==> config.mk <==
export PLATFORM = sky130hd
export DESIGN_NAME = sitina_axil_regs
export DESIGN_NICKNAME = d
export VERILOG_FILES = /design/src/rtl/sitina_axil_regs.sv
export SDC_FILE = /design/constraint.sdc
export NUM_CORES = 1
export LEC_CHECK = 0
export BUFFER_PORTS_ARGS = -buffer_cell sky130_fd_sc_hd__buf_2
export CELL_PAD_IN_SITES_DETAIL_PLACEMENT = 1
export CELL_PAD_IN_SITES_GLOBAL_PLACEMENT = 2
export CORE_MARGIN = 2
export CORE_UTILIZATION = 33
export DETAILED_ROUTE_END_ITERATION = 16
export PLACE_DENSITY_LB_ADDON = 0.1
export SETUP_SLACK_MARGIN = 0.02
export SLEW_MARGIN = 10
export SYNTH_ARGS = -nofsm -noshare
export SYNTH_HDL_FRONTEND = slang
export SYNTH_SLANG_ARGS = --single-unit
==> constraint.sdc <==
create_clock -name clk -period 1.73 [get_ports clk]
set_clock_uncertainty 0.1 [all_clocks]
set_input_delay 0.0865 -clock clk [delete_from_list [all_inputs] [get_ports clk]]
set_output_delay 0.0865 -clock clk [all_outputs]
set_load 0.005 [all_outputs]
==> src/rtl/sitina_axil_regs.sv <==
`timescale 1ns/1ps
// sitina_axil_regs
//   AXI4-Lite slave register block for the SITINA sensor front end.
//   Map (byte address, addr[1:0] ignored):
//     0x00 ID        RO  ID_VALUE
//     0x04 CTRL      RW  -> ctrl_out
//     0x08 STATUS    RO  status_in, sampled at the AR handshake
//     0x0C EXPOSURE  RW  -> exposure_out
//     0x10 IRQ_STAT  W1C [7:0], set on rising edges of irq_in
//     0x14 IRQ_EN    RW  [7:0]
//     0x18 SCRATCH   RW
//   Ports:
//     clk, rst_n            clock, asynchronous active-low reset
//     s_axi_aw*/w*/b*       AXI4-Lite write address/data/response channels
//     s_axi_ar*/r*          AXI4-Lite read address/data channels
//     ctrl_out, exposure_out  current CTRL / EXPOSURE values
//     status_in, irq_in     live status word and interrupt sources (clk domain)
//     irq_out               registered |(IRQ_STAT & IRQ_EN)
module sitina_axil_regs #(
  parameter int unsigned ADDR_W   = 6,
  parameter logic [31:0] ID_VALUE = 32'h5349_5431
) (
  input  logic              clk,
  input  logic              rst_n,
  input  logic [ADDR_W-1:0] s_axi_awaddr,
  input  logic              s_axi_awvalid,
  output logic              s_axi_awready,
  input  logic [31:0]       s_axi_wdata,
  input  logic [3:0]        s_axi_wstrb,
  input  logic              s_axi_wvalid,
  output logic              s_axi_wready,
  output logic [1:0]        s_axi_bresp,
  output logic              s_axi_bvalid,
  input  logic              s_axi_bready,
  input  logic [ADDR_W-1:0] s_axi_araddr,
  input  logic              s_axi_arvalid,
  output logic              s_axi_arready,
  output logic [31:0]       s_axi_rdata,
  output logic [1:0]        s_axi_rresp,
  output logic              s_axi_rvalid,
  input  logic              s_axi_rready,
  output logic [31:0]       ctrl_out,
  output logic [31:0]       exposure_out,
  input  logic [31:0]       status_in,
  input  logic [7:0]        irq_in,
  output logic              irq_out
);

  localparam int unsigned IDX_W = ADDR_W - 2;

  typedef enum logic [2:0] {
    SEL_ID       = 3'd0,
    SEL_CTRL     = 3'd1,
    SEL_STATUS   = 3'd2,
    SEL_EXPOSURE = 3'd3,
    SEL_IRQ_STAT = 3'd4,
    SEL_IRQ_EN   = 3'd5,
    SEL_SCRATCH  = 3'd6,
    SEL_NONE     = 3'd7
  } reg_sel_e;

  localparam logic [1:0] RESP_OKAY   = 2'b00;
  localparam logic [1:0] RESP_SLVERR = 2'b10;

  // Out-of-reset flag: keeps every ready low while rst_n is asserted and
  // raises them in the first cycle after release.
  logic             run;

  logic             aw_held;
  logic [IDX_W-1:0] aw_idx;
  logic             w_held;
  logic [31:0]      w_data;
  logic [3:0]       w_strb;

  logic             bvalid_q;
  logic [1:0]       bresp_q;
  logic             rvalid_q;
  logic [31:0]      rdata_q;
  logic [1:0]       rresp_q;

  logic [31:0]      ctrl_q;
  logic [31:0]      exposure_q;
  logic [31:0]      scratch_q;
  logic [7:0]       irq_stat_q;
  logic [7:0]       irq_en_q;
  logic [7:0]       irq_prev;
  logic             irq_q;

  logic             aw_hs;
  logic             w_hs;
  logic             ar_hs;
  logic             wr_commit;
  reg_sel_e         wr_sel;
  reg_sel_e         rd_sel;
  logic [31:0]      rd_mux;
  logic [7:0]       irq_rise;
  logic [7:0]       irq_clr;

  // Byte-offset address bits are don't-care for word registers.
  logic             unused_addr_lsbs;
  assign unused_addr_lsbs = ^{s_axi_awaddr[1:0], s_axi_araddr[1:0]};

  function automatic reg_sel_e decode(input logic [IDX_W-1:0] idx);
    reg_sel_e sel;
    case (32'(idx))
      32'd0:   sel = SEL_ID;
      32'd1:   sel = SEL_CTRL;
      32'd2:   sel = SEL_STATUS;
      32'd3:   sel = SEL_EXPOSURE;
      32'd4:   sel = SEL_IRQ_STAT;
      32'd5:   sel = SEL_IRQ_EN;
      32'd6:   sel = SEL_SCRATCH;
      default: sel = SEL_NONE;
    endcase
    return sel;
  endfunction

  function automatic logic [31:0] apply_strb(input logic [31:0] old,
                                             input logic [31:0] data,
                                             input logic [3:0]  strb);
    logic [31:0] res;
    res = old;
    for (int unsigned i = 0; i < 4; i++) begin
      if (strb[i]) res[8*i +: 8] = data[8*i +: 8];
    end
    return res;
  endfunction

  assign s_axi_awready = run & ~aw_held & ~bvalid_q;
  assign s_axi_wready  = run & ~w_held & ~bvalid_q;
  assign s_axi_arready = run & ~rvalid_q;
  assign s_axi_bvalid  = bvalid_q;
  assign s_axi_bresp   = bresp_q;
  assign s_axi_rvalid  = rvalid_q;
  assign s_axi_rdata   = rdata_q;
  assign s_axi_rresp   = rresp_q;
  assign ctrl_out      = ctrl_q;
  assign exposure_out  = exposure_q;
  assign irq_out       = irq_q;

  assign aw_hs     = s_axi_awvalid & s_axi_awready;
  assign w_hs      = s_axi_wvalid & s_axi_wready;
  assign ar_hs     = s_axi_arvalid & s_axi_arready;
  assign wr_commit = aw_held & w_held;
  assign wr_sel    = decode(aw_idx);
  assign rd_sel    = decode(s_axi_araddr[ADDR_W-1:2]);

  always_comb begin
    rd_mux = '0;
    case (rd_sel)
      SEL_ID:       rd_mux = ID_VALUE;
      SEL_CTRL:     rd_mux = ctrl_q;
      SEL_STATUS:   rd_mux = status_in;
      SEL_EXPOSURE: rd_mux = exposure_q;
      SEL_IRQ_STAT: rd_mux = {24'd0, irq_stat_q};
      SEL_IRQ_EN:   rd_mux = {24'd0, irq_en_q};
      SEL_SCRATCH:  rd_mux = scratch_q;
      default:      rd_mux = '0;
    endcase
  end

  assign irq_rise = irq_in & ~irq_prev;
  assign irq_clr  = (wr_commit && (wr_sel == SEL_IRQ_STAT) && w_strb[0]) ? w_data[7:0] : '0;

  // Handshake / channel control
  always_ff @(posedge clk or negedge rst_n) begin
    if (!rst_n) begin
      run      <= 1'b0;
      aw_held  <= 1'b0;
      aw_idx   <= '0;
      w_held   <= 1'b0;
      w_data   <= '0;
      w_strb   <= '0;
      bvalid_q <= 1'b0;
      bresp_q  <= '0;
      rvalid_q <= 1'b0;
      rdata_q  <= '0;
      rresp_q  <= '0;
    end else begin
      run <= 1'b1;

      if (aw_hs) begin
        aw_held <= 1'b1;
        aw_idx  <= s_axi_awaddr[ADDR_W-1:2];
      end
      if (w_hs) begin
        w_held <= 1'b1;
        w_data <= s_axi_wdata;
        w_strb <= s_axi_wstrb;
      end

      // Holds can only fill while bvalid is low, so a commit never
      // coincides with a pending response.
      if (wr_commit) begin
        aw_held  <= 1'b0;
        w_held   <= 1'b0;
        bvalid_q <= 1'b1;
        bresp_q  <= (wr_sel == SEL_NONE) ? RESP_SLVERR : RESP_OKAY;
      end else if (s_axi_bready) begin
        bvalid_q <= 1'b0;
      end

      if (ar_hs) begin
        rvalid_q <= 1'b1;
        rdata_q  <= rd_mux;
        rresp_q  <= (rd_sel == SEL_NONE) ? RESP_SLVERR : RESP_OKAY;
      end else if (s_axi_rready) begin
        rvalid_q <= 1'b0;
      end
    end
  end

  // Register file and interrupt logic
  always_ff @(posedge clk or negedge rst_n) begin
    if (!rst_n) begin
      ctrl_q     <= '0;
      exposure_q <= '0;
      scratch_q  <= '0;
      irq_en_q   <= '0;
      irq_stat_q <= '0;
      irq_prev   <= '0;
      irq_q      <= 1'b0;
    end else begin
      if (wr_commit) begin
        case (wr_sel)
          SEL_CTRL:     ctrl_q     <= apply_strb(ctrl_q, w_data, w_strb);
          SEL_EXPOSURE: exposure_q <= apply_strb(exposure_q, w_data, w_strb);
          SEL_SCRATCH:  scratch_q  <= apply_strb(scratch_q, w_data, w_strb);
          SEL_IRQ_EN:   if (w_strb[0]) irq_en_q <= w_data[7:0];
          default:      ;
        endcase
      end
      irq_prev   <= irq_in;
      // Set wins over a same-cycle W1C clear.
      irq_stat_q <= (irq_stat_q & ~irq_clr) | irq_rise;
      irq_q      <= |(irq_stat_q & irq_en_q);
    end
  end

endmodule

# After elaboration in Yosys (flattened, before gate mapping)
# Cells that the tools add are included.
op_classes:
  eq_ne: 25
  n_mux: 14
  n_bitwise: 19
  reduce_logical: 23
op_table:
  columns: ["operator", "count"]
  rows:
  - ["$pmux W32 S7", 1]
  - ["$pmux W3 S7", 2]
  - ["$reduce_and A3 Y1", 13]
  - ["$and A8 B8 Y8", 3]
  - ["$eq A3 B3 Y1 const B", 8]
  - ["$eq A4 B3 Y1 const B", 6]
  - ["$eq A4 B2 Y1 const B", 4]
  - ["$not A8 Y8", 2]
  - ["$and A1 B1 Y1", 9]
  - ["$eq A3 B2 Y1 const B", 3]
  - ["$eq A4 B1 Y1 const B", 2]
  - ["$logic_not A4 Y1", 2]
  - ["$mux W1", 8]
  - ["$mux W8", 1]
  - ["$or A8 B8 Y8", 1]
  - ["$reduce_bool A2 Y1", 4]
  - ["$reduce_or A8 Y1", 1]
  - ["$eq A3 B1 Y1 const B", 2]
  - ["$mux W2", 2]
  - ["$not A1 Y1", 4]
  - ["$logic_not A3 Y1", 1]
  - ["$logic_and A1 B1 Y1", 2]
word_totals:
  regBits: 202
  input_bits: 95
  out_inout_bits: 106
  elab_cells: 108

# Longest topological paths before layout
# Gate-level depths: netlist of run 1.
depth:
  word_depth: 9
  depth_mapped: 7
  ltp_nobuf: 4

# Least setup slack after synthesis of run 1
# Ideal clock, no wire load.
synth_timing:
  kind: "flip-flop to flip-flop"
  start: "reg bvalid_q, in the netlist s_axi_bvalid"
  end: "reg w_data[4]"
  setup_time_ns: 0.125
  t_arrival_ns: 1.487
  t_required_ns: 1.505
  slack_ns: 0.018
  path_stages_with_launch: 7
  path_buffers: 2
  synth_period_minus_slack_ns: 1.712
  cell_sequence: "dfrtp_1 > nand2b_1 > nor2_1 > and2_1 > buf_2 > buf_6 > mux2_2"
synth_between:
  elab_chain_len: 3
synth_rtl:
  columns: ["element", "line", "text"]
  rows:
  - ["start, declared", "75", "logic bvalid_q;"]
  - ["start signal, assigned", "174", "bvalid_q <= 1'b0;"]
  - ["start signal, assigned", "197", "bvalid_q <= 1'b1;"]
  - ["start signal, assigned", "200", "bvalid_q <= 1'b0;"]
  - ["$not A1 Y1", "130", "assign s_axi_wready = run & ~w_held & ~bvalid_q;"]
  - ["$and A1 B1 Y1", "130", null]
  - ["via s_axi_wready", "31", "output logic s_axi_wready,"]
  - ["$and A1 B1 Y1", "142", "assign w_hs = s_axi_wvalid & s_axi_wready;"]
  - ["end signal, assigned", "188", "w_data <= s_axi_wdata;"]
  - ["end, declared", "72", "logic [31:0] w_data;"]
# The timed path passes the listed nets, and every way through them passes these cells.
# A chain may end at the register's enable or synchronous reset.

# Worst setup path after layout of run 1
layout_timing:
  start: "reg aw_idx[2]"
  end: "reg ctrl_q[7], in the netlist ctrl_out[7]"
layout_between:
  elab_chain_len: 4
  word_cells_on_any_way: 10
  classes_between: "7 x eq/ne; 1 x mux; 2 x reduce/logical"
layout_rtl:
  columns: ["element", "line", "text"]
  rows:
  - ["start, declared", "70", "logic [IDX_W-1:0] aw_idx;"]
  - ["start signal, assigned", "184", "aw_idx <= s_axi_awaddr[ADDR_W-1:2];"]
  - ["$eq A4 B3 Y1, or another cell as far along", "105", "case (32'(idx))"]
  - ["$pmux W3 S7 (*)", "105", null]
  - ["$eq A3 B1 Y1 (*)", "225", "case (wr_sel)"]
  - ["$reduce_and A3 Y1 (no line) (*)", null, null]
  - ["end signal, assigned", "226", "SEL_CTRL: ctrl_q <= apply_strb(ctrl_q, w_data, w_strb);"]
  - ["end, declared", "81", "logic [31:0] ctrl_q;"]
# Mark *: on every way between the ends. The rest lies on a longest branch, timed or not.

==> impl_summary.md, run 1 <==
Status
The run finished with clean final reports.

Clocking
In this run, CTS created clock tree buffers numbering 17. The clock sink count is 200. Clock latency on the worst-skew pair, taken at its later pin, is 0.44 ns. The H-tree generated during clock tree synthesis spans 4 levels. The TritonCTS clock tree is done.

The clock transition time at the flip-flop clock pins of the worst setup and hold paths is 0.08 ns. The clock passes through at most 2 buffers. The cell chosen for the clock root is sky130_fd_sc_hd__clkbuf_16.

STA
Adding up every negative setup slack in the final design gives 0 ns. The number of failing hold endpoints at the final stage came to 0. The number of failing setup endpoints in the final timing report is 0.

The slew of the pin with the lowest slew margin is 0.9784 ns. The max-slew headroom at the worst pin is 0.3453. The share of the cycle needed by the critical path after routing is 0.9928. The final max-slew violation count was 0. The maximum clock frequency is 582.2 MHz.

Setup repair after global routing could not meet its margin everywhere. The clock period minus final worst setup slack is 1.718 ns.

GRT
For this run, global-route usage on met1 was measured as 0.2493. The global-route wire length before repair is 42,810 um. For this run, the total global-route usage over all layers was measured as 0.2001. After global routing the overflow that remains totals 0.

Entering global routing, the biggest net connects 71 pins. The fraction of met2 tracks used by global routing is 0.3527. The met3 track demand over resource is 0.03874. The via count of the first global-routing pass is 7,220. The layer carrying the most global-route usage is met2. The initial antenna violation count was 0.

Synthesis
A synthesized cell averages 13.81 um2. The commonest register cell after synthesis is sky130_fd_sc_hd__dfrtp_1. The count of flip-flops with a built-in enable after synthesis is 0. The sequential area share after synthesis is 0.5732. The cell area that synthesis handed to floorplanning was 8731 um2. The biggest area contributor in the post-synthesis netlist is sky130_fd_sc_hd__dfrtp_1. Yosys attributes the largest share of cell area to sky130_fd_sc_hd__dfrtp_1 57%, sky130_fd_sc_hd__mux2_2 14%, sky130_fd_sc_hd__mux2_4 4.1%. After synthesis, the netlist uses 47 different library cells. Of the post-synthesis cell area, the dominant cell type holds 0.5732. Synthesis produced a netlist whose cell count is 632. The synthesis warning total is 0. Of all flip-flops after synthesis, the portion carrying an async set or reset was 1.000. The synthesis-stage register bit count is 200.

Routing
In the final routed layout, each cell accounts on average for 21.82 um. The via density per instance is 5.077. The violation count after the first detailed-routing iteration is 367. Summed over all layers, the routed wires come to 28,380 um. The pre-antenna-repair detailed-routing pass consisted of 4 iterations. The number of DRC violations after detailed routing is 0. In this run the remaining antenna-violating nets after routing total 0. Summing over every cut layer, the via total after detailed routing is 6,605.

Layout
The repair_antennas step left the layout with diodes totalling 0. From synthesis to final layout, the design area changed by 39.98%. The fraction of the core area covered by cells at the end of the flow is 0.4703.

The final standard cell count with taps included and fillers excluded is 1,301. The library cell used most frequently in the layout, excluding fill and tap cells, is sky130_fd_sc_hd__dfrtp_1. The library cells used most frequently in the layout, excluding fill and tap cells, are 199 x sky130_fd_sc_hd__dfrtp_1, 193 x sky130_fd_sc_hd__buf_2, 93 x sky130_fd_sc_hd__mux2_2, 80 x sky130_fd_sc_hd__dlygate4sd3_1, 48 x sky130_fd_sc_hd__mux2_4. In the final layout, the multi-input gates occupy 3590 um2. The fraction of layout cells with a size suffix above 1 is 0.4824. The finished cells cover 12,220 um2.

Counting the fill cells in the layout gives 2,705. The sequential cells in the finished layout cover a total of 5006 um2. The final layout net count is 1,048.

Power and ir drop
The power density over the cells is 1356 nW/um2. The design draws 16.58 mW. The static leakage is 6.039 nW. The maximum vdd drop is 0.0005570 V.

Place
Detailed placement ended at an HPWL of 19,180 um. The global placer's final weighted congestion is 0.7700. The count of buffers added on input and output ports is 194. The number of placed instances, taps included, is 1,180. Once placement finished, the instance area stood at 10,530 um2.

Setup path
The worst setup path is launched from a register. The critical path in this run is classified as reg -> reg. The logic depth of the worst register-to-register path is 5. The worst endpoint data arrival time is 1.94 ns. The required time at the worst-slack endpoint is 1.95 ns. In this run the number of cells on the critical path is 5. In this run the worst path has a maximum fanout of 8. The kind of cell adding the most delay to the critical path is simple AND/OR/NAND/NOR gates.

The slowest cell on the critical path is sky130_fd_sc_hd__dfrtp_1. For this run, the slowest stage of the critical path takes 0.41 ns. Counting both buffers and inverters, the worst setup path holds a total of 1. Walking the worst path, the cells encountered are nor2_2 -> nand3b_2 -> or2_1 -> buf_12 -> mux2_4. The endpoint type of the worst setup path is a register.

Run
Across the run, the number of max-cap violations was 0.

Floorplanning
After floorplanning, the core was divided into 59 placement rows. The overall die width is 166.7 um. The height of the chip is 166.7 um. The die covers 27,770 um2. The starting utilization of the core area is 0.3360.

For this design the top-level I/O count stands at 201. In this run the standard cell core region covers 25,980 um2.

Min path
The worst min-delay path category is in -> reg. The worst hold path was traced through 4 stages.
cells in the mapped netlist (3+ instances only):
master	instances
sky130_fd_sc_hd__nand2_1	32
sky130_fd_sc_hd__buf_2	8
sky130_fd_sc_hd__and2_1	3
sky130_fd_sc_hd__a2111oi_0	3
sky130_fd_sc_hd__a22oi_1	20
sky130_fd_sc_hd__a221oi_1	9
sky130_fd_sc_hd__inv_1	12
sky130_fd_sc_hd__a222oi_1	3
sky130_fd_sc_hd__buf_6	11
sky130_fd_sc_hd__a221oi_2	5
sky130_fd_sc_hd__clkbuf_1	8
sky130_fd_sc_hd__nor2_1	5
sky130_fd_sc_hd__nor2_2	9
sky130_fd_sc_hd__a21o_1	13
sky130_fd_sc_hd__a31oi_1	3
sky130_fd_sc_hd__a21oi_1	13
sky130_fd_sc_hd__a32oi_1	3
sky130_fd_sc_hd__nor3b_1	6
sky130_fd_sc_hd__nand3b_1	5
sky130_fd_sc_hd__dfrtp_1	200
sky130_fd_sc_hd__a22o_1	32
sky130_fd_sc_hd__o21ai_2	7
sky130_fd_sc_hd__mux2i_1	6
sky130_fd_sc_hd__nor2b_1	3
sky130_fd_sc_hd__buf_4	8
sky130_fd_sc_hd__mux2_1	11
sky130_fd_sc_hd__o21ai_0	8
sky130_fd_sc_hd__mux2_2	111
sky130_fd_sc_hd__mux2_4	24
sky130_fd_sc_hd__nand3_1	4
sky130_fd_sc_hd__o21ai_1	22
sky130_fd_sc_hd__or2_1	3
flip-flops by register name, summed over array words and instances, names as in the netlist:
signal	count
s_axi_rvalid	1
irq_prev	8
s_axi_bvalid	1
s_axi_rresp	1
irq_stat_q	8
irq_en_q	8
ctrl_out	32
s_axi_bresp	1
w_data	32
w_held	1
aw_idx	4
scratch_q	32
exposure_out	32
aw_held	1
s_axi_rdata	32
irq_out	1
w_strb	4
run	1
final cells by class:
cell class / count / share of cell area
Sequential cell: 200 / 0.4096
Inverter: 12 / 0.003686
Clock buffer: 18 / 0.03511
Timing Repair Buffer: 335 / 0.2096
Tap cell: 335 / 0.03430
Multi-Input combinational cell: 387 / 0.2937
Clock inverter: 14 / 0.01403
path summary, 6_finish.rpt:
path	to	start	slack, ns
min in group asynchronous	irq_en_q[0]	rst_n	0.13
max in group asynchronous	w_data[0]	rst_n	0.76
max reg2reg	ctrl_out[7]	aw_idx[2]	0.01
min reg2reg	s_axi_rdata[3]	s_axi_rdata[3]	0.38
max	ctrl_out[7]	aw_idx[2]	0.01
min	s_axi_rdata[7]	status_in[7]	0.02
through the flow:
step	hold slack, ns	worst slack (ns)
floorplan	-0.3091	0.07472
global placement	-0.1763	-0.01083
detailed placement	-0.1747	-0.06856
CTS	0.002203	-0.03147
global route	0.02682	-0.05901
finish	0.01645	0.01242
where the power goes:
part | switching (mW) | internal, mW
sequential | 1.56 | 6.36
clock | 2.07 | 1.97
combinational | 1.77 | 2.84
timing repair:
item,CTS,global route
endpoints found under the hold margin,286,0
gates cloned,0,5
buffers inserted,0,4
pin swaps,0,6
setup endpoints to repair,101,148
resized for setup,5,36
hold buffers,80,0
cells by family after synthesis:
logic type      count (synthesis)  synth area share
flops                         200            0.5732
mux                           152            0.2055
compound gates                147            0.1267
simple gates                   84           0.05947
buf+inv                        47           0.03425
other cells                     2         0.0008602
routing by layer:
layer,wire [um],up-vias
li1,-,2981
met1,11960,3399
met2,14520,197
met3,1409,28
met4,498,0
met5,0,-
worst reg2reg max path, delay by kind of cell, from the launching register on:
kind          cells  cell delay [ns]
mux               1             0.30
simple gates      3             0.64
flops             1             0.41
buf+inv           1             0.16
No activity file was read; power rests on OpenSTA's default activity.
==> run 2, diff against run 1 <==
--- a/config.mk
+++ b/config.mk
@@ -9,7 +9,7 @@
 export CELL_PAD_IN_SITES_DETAIL_PLACEMENT = 1
 export CELL_PAD_IN_SITES_GLOBAL_PLACEMENT = 2
 export CORE_MARGIN = 2
-export CORE_UTILIZATION = 33
+export CORE_UTILIZATION = 39
 export DETAILED_ROUTE_END_ITERATION = 16
 export PLACE_DENSITY_LB_ADDON = 0.1
 export SETUP_SLACK_MARGIN = 0.02
==> constraint.sdc (replaced) <==
create_clock -name clk -period 2.1 [get_ports clk]
set_clock_uncertainty 0.1 [all_clocks]
set_input_delay 0.105 -clock clk [delete_from_list [all_inputs] [get_ports clk]]
set_output_delay 0.105 -clock clk [all_outputs]
set_load 0.005 [all_outputs]
==> run 2 against run 1 <==
Clock-buffer cell count down 1. Power down 22%. Die area down 15%. Register-to-register slack better by 0.18 ns. First-iteration DRC count down 36%. Via count down 3.5%. Final area down 6.6%. Final cell count down 7.1%. Worst hold slack better by 0.0070 ns. Largest cell class unchanged.
==> impl_summary.md, run 2 (synthesized netlist as in run 1, its figures left out) <==
Floorplanning
The floorplan row count is 54 (-8.5%). The area of the die is 23,600 um2 (-15%). The starting utilization of the core area is 0.3988 (+0.06284). The height of the chip came to 153.6 um (-7.8%). The total I/O pin count is 201 (unchanged). The core area is 21,890 um2 (-16%). The overall die width is 153.6 um (-7.8%).

STA
The number of failing setup endpoints in the final timing report is 0 (unchanged). The slew of the pin with the lowest slew margin is 0.8335 ns (-0.1449 ns). The clock period minus final worst setup slack was 1.911 ns (+0.1932 ns). Setup repair after global routing left no endpoint under its margin.

The number of failing hold endpoints at the final stage is 0 (unchanged). The minimum setup slack in the final design came to 0.1892 ns (+0.1768 ns). The maximum clock frequency is 523.3 MHz (-10%). The total negative setup slack is 0 ns (unchanged). The share of the cycle needed by the critical path after routing is 0.9099 (-0.08292). The max-slew headroom at the worst pin is 0.4423 (+0.09696). The final max-slew violation count is 0 (unchanged).

GRT
The initial antenna violation count is 0 (unchanged). The pin count of the biggest net entering global routing is 64 (-9.9%). The global-route wire length before repair is 41,050 um (-4.1%). The total grt overflow is 0 (unchanged). The via count of the first global-routing pass came to 7,037 (-2.5%). The all-layer global routing usage came to 0.2265 (+0.02644).

Routing
The total vias in the final route was 6,372 (-3.5%). The remaining number of nets flagged by the antenna check after routing is 0 (unchanged). The aggregate routed wire length came to 25,970 um (-8.5%).

The number of DRC violations after detailed routing is 0 (unchanged). The via density per instance is 5.275 (+3.9%). The violation count after the first detailed-routing iteration came to 235 (-36%). The final routed wire length divided by cell count is 21.50 um (-1.5%).

The number of optimization iterations in the first detailed-route pass is 5 (+1).

Clocking
The clock transition time at the flip-flop clock pins of the worst setup and hold paths is 0.07 ns (about the same). The clock sink count is 200 (unchanged). The total clock buffers created by CTS is 17 (unchanged).

The number of H-tree branching levels is 4 (unchanged). The worst-case clock buffer depth came to 2 (unchanged). The total setup buffers inserted after CTS is 0 (unchanged). The cell chosen for the clock root is sky130_fd_sc_hd__clkbuf_16.

The clock latency on the worst-skew pair was 0.44 ns (about the same). The TritonCTS clock tree is done.

Power and ir drop
The internal power of the cells is 8.866 mW (-21%). The clock group share of total power came to 0.247 (+0.003). The combinational share of power is 0.250 (-0.029). The power density over the cells came to 1138 nW/um2 (-16%). The maximum vdd drop is 0.0005198 V (-6.7%). The sequential share of power came to 0.503 (+0.025).

The static leakage was 5.716 nW (-5.4%). The net switching power is 4.127 mW (-24%). The share of total power consumed by net switching was 0.3176 (-0.008568).

Setup path
The type of element launching the critical path is a register. The critical path in this run is classified as reg -> reg. The worst endpoint data arrival time is 2.13 ns (+0.19 ns). The highest net fanout along the worst path is 8 (unchanged). The required time at the worst-slack endpoint came to 2.32 ns (+0.37 ns).

The endpoint type of the worst setup path is a register.

Layout
In the layout the commonest cells are 200 x sky130_fd_sc_hd__dfrtp_1, 193 x sky130_fd_sc_hd__buf_2, 111 x sky130_fd_sc_hd__mux2_2, 77 x sky130_fd_sc_hd__dlygate4sd3_1. The fraction of layout cells with a size suffix above 1 is 0.4515 (-0.03089). The layout overhead on the synthesized area is 30.74%. The number of antenna diodes is 0 (unchanged). Leaving out fill and tap cells, the most frequent cell in the layout is sky130_fd_sc_hd__dfrtp_1. The final layout net count is 1,012 (-3.4%). The post-route cell area is 11,410 um2 (-6.6%).

Place
The setup slack at placement was 0.1948 ns (+0.2634 ns). The estimated wirelength of the detail-placed design is 17,980 um (-6.2%). The global placer's final weighted congestion came to 0.7934 (+3.0%).

The number of buffer cells added on primary ports is 194 (unchanged). The total cell area at the placement stage came to 10,080 um2 (-4.3%).

Min path
The path class of the tightest hold or removal check is in -> reg.

Status
The flow ran to the end, and the final reports show no timing, DRC or antenna violations.

Run
The number of max-cap violations was 0 (unchanged).
[run 2: cell types whose count changed in the layout (fill, tap and decap cells not counted), sizes merged]
cell | previous run | this run
buf | 251 | 222
clkbuf | 22 | 18
dlygate4sd3 | 80 | 77
inv | 20 | 18
a211o | 2 | 1
bufinv | 0 | 1
[run 2: repair_timing]
action	4_1_cts	5_1_grt
hold endpoints to repair	257	0
endpoints found under the setup margin	0	0
resized for setup	0	0
hold buffers	77	0
[run 2: critical path, cell delays in order, from the launching register on]
cell and delay (ns):
sky130_fd_sc_hd__dfrtp_1 0.43, sky130_fd_sc_hd__nor2_1 0.22, sky130_fd_sc_hd__nand3_2 0.16, sky130_fd_sc_hd__or2_1 0.49, sky130_fd_sc_hd__mux2_4 0.39
[run 2: power groups by stage]
stage	logic, mW	clock network (mW)	registers (mW)
after floorplan	1.89	0	6.21
after global placement	3.04	0	6.46
after detailed placement	3.17	0	6.61
after CTS	3.31	3.30	6.55
after global routing	3.56	3.46	6.77
final	3.24	3.21	6.54
[run 2: metal layers]
layer,part of all wire,GRT usage
met1,0.42,0.2856
met2,0.52,0.3915
met3,0.057,0.05496
met4,0.012,0.05898
met5,0,0
[run 2: through the flow]
step	utilization	hold WS [ns]	total power, mW	cells
after floorplan	-	-0.2906	8.105	633
after global placement	0.4605	0.003306	9.505	1101
after detailed placement	0.4605	0.008627	9.784	1101
after CTS	0.5214	0.002247	13.16	1208
after global routing	0.5214	0.02748	13.79	1208
final	0.5214	0.02349	12.99	1208
[run 2: layout make-up]
cell class	instances	area (um2)
Tap cell	280	350.3
Multi-Input combinational cell	386	3433
Fill cell	2295	10480
Timing Repair Buffer	300	2018
Inverter	12	45.04
Clock inverter	13	137.6
Clock buffer	17	425.4
Sequential cell	200	5005
[run 2: path summary, 6_finish.rpt]
check / end / start / slack (ns) / cells after the start
setup / recovery: exposure_out[2] / aw_idx[3] / 0.19 / 4
hold / removal: s_axi_rdata[3] / status_in[3] / 0.02 / 4
setup reg to reg: exposure_out[2] / aw_idx[3] / 0.19 / 4
hold reg to reg: s_axi_rdata[9] / s_axi_rdata[9] / 0.38 / 2
max in group asynchronous: s_axi_rdata[24] / rst_n / 1.04 / 3
min in group asynchronous: irq_en_q[6] / rst_n / 0.09 / 2
==> run 3, diff against run 2 <==
--- a/config.mk
+++ b/config.mk
@@ -12,6 +12,7 @@
 export CORE_UTILIZATION = 39
 export DETAILED_ROUTE_END_ITERATION = 16
 export PLACE_DENSITY_LB_ADDON = 0.1
+export RECOVER_POWER = 100
 export SETUP_SLACK_MARGIN = 0.02
 export SLEW_MARGIN = 10
 export SYNTH_ARGS = -nofsm -noshare
==> run 3 against run 2 <==
Setup slack worse by 0.053 ns. Via count up 0.20%. Non-clock buffer count unchanged. Final cell count unchanged. Final area down 2.2%. Power down 2.2%. Utilization down 1.1 points. Worst hold slack better by 0.021 ns. Critical path depth up 1.
==> impl_summary.md, run 3 (synthesized netlist as in run 1, its figures left out) <==
Setup path
The highest net fanout along the worst path came to 8 (unchanged). The setup path with the least slack is of type reg -> reg. The endpoint type of the worst setup path is a register. The worst register-to-register path ends at scratch_q[10]. The internal reg-to-reg setup slack was 0.14 ns (-0.05 ns). The worst setup path is launched from a register. The worst endpoint data arrival time is 2.18 ns (+0.05 ns). The logic depth of the worst register-to-register path was 5 (+1).

The required time at the worst-slack endpoint is 2.32 ns (about the same). The startpoint of the worst-slack reg-to-reg timing path is aw_idx[0].

Place
The estimated wirelength of the detail-placed design is 17,980 um (unchanged). The global placer's final weighted congestion is 0.7934 (unchanged). The number of buffer cells added on primary ports is 194 (unchanged). The total cell area at the placement stage is 10,080 um2 (unchanged).

Floorplanning
The overall die width is 153.6 um (unchanged). The starting utilization of the core area is 0.3988 (unchanged). The area of the die was 23,600 um2 (unchanged). The core area is 21,890 um2 (unchanged). The floorplan row count is 54 (unchanged).

The height of the chip is 153.6 um (unchanged). The total I/O pin count is 201 (unchanged).

GRT
The pin count of the biggest net entering global routing is 64 (unchanged). The total grt overflow is 0 (unchanged). The initial antenna violation count is 0 (unchanged). The global-route wire length before repair is 41,050 um (unchanged). The all-layer global routing usage is 0.2265 (unchanged). The via count of the first global-routing pass was 7,037 (unchanged).

STA
The total negative setup slack was 0 ns (unchanged). The final max-slew violation count is 0 (unchanged). The slew of the pin with the lowest slew margin is 1.487 ns (+0.6538 ns).

The share of the cycle needed by the critical path after routing was 0.9353 (+0.02540). The number of failing setup endpoints in the final timing report was 0 (unchanged). The maximum clock frequency is 509.1 MHz (-2.7%). The max-slew headroom at the worst pin is 0.008487 (-0.4338). The number of failing hold endpoints at the final stage is 0 (unchanged). Setup repair after global routing left no endpoint under its margin. The clock period minus final worst setup slack is 1.964 ns (+0.05334 ns).

Layout
The fraction of layout cells with a size suffix above 1 is 0.3427 (-0.1088). The final layout net count is 1,012 (unchanged). The number of antenna diodes is 0 (unchanged).

The library cell used most frequently in the layout, excluding fill and tap cells, is sky130_fd_sc_hd__dfrtp_1. The layout overhead on the synthesized area is 27.90%. The post-route cell area is 11,170 um2 (-2.2%). The count of filler cells inserted in the layout was 2,352 (+2.5%).

The library cells used most frequently in the layout, excluding fill and tap cells, are 200 x sky130_fd_sc_hd__dfrtp_1, 130 x sky130_fd_sc_hd__buf_2, 110 x sky130_fd_sc_hd__mux2_2, 77 x sky130_fd_sc_hd__dlygate4sd3_1, 63 x sky130_fd_sc_hd__clkbuf_1.

Min path
The worst min-delay path category is in -> reg. The path with the worst hold slack has its endpoint at s_axi_rdata[3]. The number of cells traversed by the worst hold path came to 4 (unchanged). The worst min-delay path startpoint is status_in[3].

Routing
The number of DRC violations after detailed routing is 0 (unchanged). The total length of routed met2 wires is 13,540 um (+1.1%). The total vias in the final route came to 6,385 (+0.20%). The post-route met1 wirelength is 10,960 um (+1.6%). The number of optimization iterations in the first detailed-route pass came to 5 (unchanged). The final routed wire length divided by cell count was 21.58 um (+0.39%). The sum of met3 wire segment lengths after detailed routing is 1319 um (-12%). The remaining number of nets flagged by the antenna check after routing is 0 (unchanged). The violation count after the first detailed-routing iteration was 219 (-6.8%). The highest metal layer carrying signal wires in the routed design is met4. The via density per instance is 5.286 (+0.20%). The aggregate routed wire length is 26,070 um (+0.39%).

Clocking
The worst-case clock buffer depth is 2 (unchanged). The total clock buffers created by CTS was 17 (unchanged). The clock sink count is 200 (unchanged). The clock transition time at the flip-flop clock pins of the worst setup and hold paths is 0.07 ns (about the same). Clock tree synthesis selected as its root buffer the cell sky130_fd_sc_hd__clkbuf_16. The total setup buffers inserted after CTS is 0 (unchanged).

TritonCTS built the clock tree. The clock latency on the worst-skew pair is 0.44 ns (about the same). The number of H-tree branching levels is 4 (unchanged).

Power and ir drop
The maximum vdd drop is 0.0005184 V (-0.27%). The power density over the cells is 1138 nW/um2 (about the same). The static leakage came to 5.371 nW (-6.0%). The final total power is 12.71 mW (-2.2%).

Status
The run finished with clean final reports.

Run
The number of max-cap violations came to 0 (unchanged).
==> run 3: cell types whose count changed in the layout (fill, tap and decap cells not counted), sizes merged <==
cell and delta:
buf -73, clkbuf +73
==> run 3: worst max path at each step <==
stage / from / end / slack [ns] / cells after the start
5_1_grt: aw_idx[0] / scratch_q[10] / 0.06 / 5
2_1_floorplan: s_axi_bvalid / w_data[4] / 0.39 / 6
3_5_place_dp: aw_idx[3] / ctrl_out[5] / 0.19 / 4
4_1_cts: aw_idx[0] / scratch_q[4] / 0.18 / 4
6_report: aw_idx[0] / scratch_q[10] / 0.14 / 5
3_3_place_gp: aw_idx[0] / scratch_q[0] / 0.23 / 4
==> run 3: routing by layer <==
layer,global-route usage,vias to the layer above
met5,0,-
met4,0.05898,0
met3,0.05496,19
met2,0.3915,146
met1,0.2856,3319
li1,-,2901
==> run 3: metrics by stage <==
step / hold WS (ns) / std cells / utilization / setup WS, ns
finish: 0.04441 / 1208 / 0.5101 / 0.1359
detailed placement: 0.008627 / 1101 / 0.4605 / 0.1948
CTS: 0.002247 / 1208 / 0.5214 / 0.1777
floorplan: -0.2906 / 633 / - / 0.3877
global placement: 0.003306 / 1101 / 0.4605 / 0.2310
global route: 0.05036 / 1208 / 0.5101 / 0.05532
==> run 3: worst max-delay path: stages, from the launching register on <==
cell and delay (ns):
sky130_fd_sc_hd__dfrtp_1 0.47, sky130_fd_sc_hd__nor3b_2 0.23, sky130_fd_sc_hd__nand2_1 0.16, sky130_fd_sc_hd__nor2_1 0.21
sky130_fd_sc_hd__clkbuf_2 0.30, sky130_fd_sc_hd__mux2_2 0.37
==> run 3: timing repair <==
item                                   4_1_cts  5_1_grt
resized for setup                            0        0
endpoints found under the hold margin      257        0
hold buffers                                77        0
==> run 3: layout make-up <==
| class | count | area [um2] | share of cell area |
|---|---|---|---|
| Clock inverter | 13 | 137.6 | 0.01232 |
| Multi-Input combinational cell | 386 | 3302 | 0.2957 |
| Timing Repair Buffer | 300 | 1902 | 0.1703 |
| Sequential cell | 200 | 5005 | 0.4482 |
| Inverter | 12 | 45.04 | 0.004034 |
| Tap cell | 280 | 350.3 | 0.03137 |
| Clock buffer | 17 | 425.4 | 0.03810 |
==> run 3: where the power goes <==
group          internal, mW  switching (mW)
registers              5.24            1.29
logic                  1.71            1.27
clock network          1.66            1.55
total                  8.61            4.10
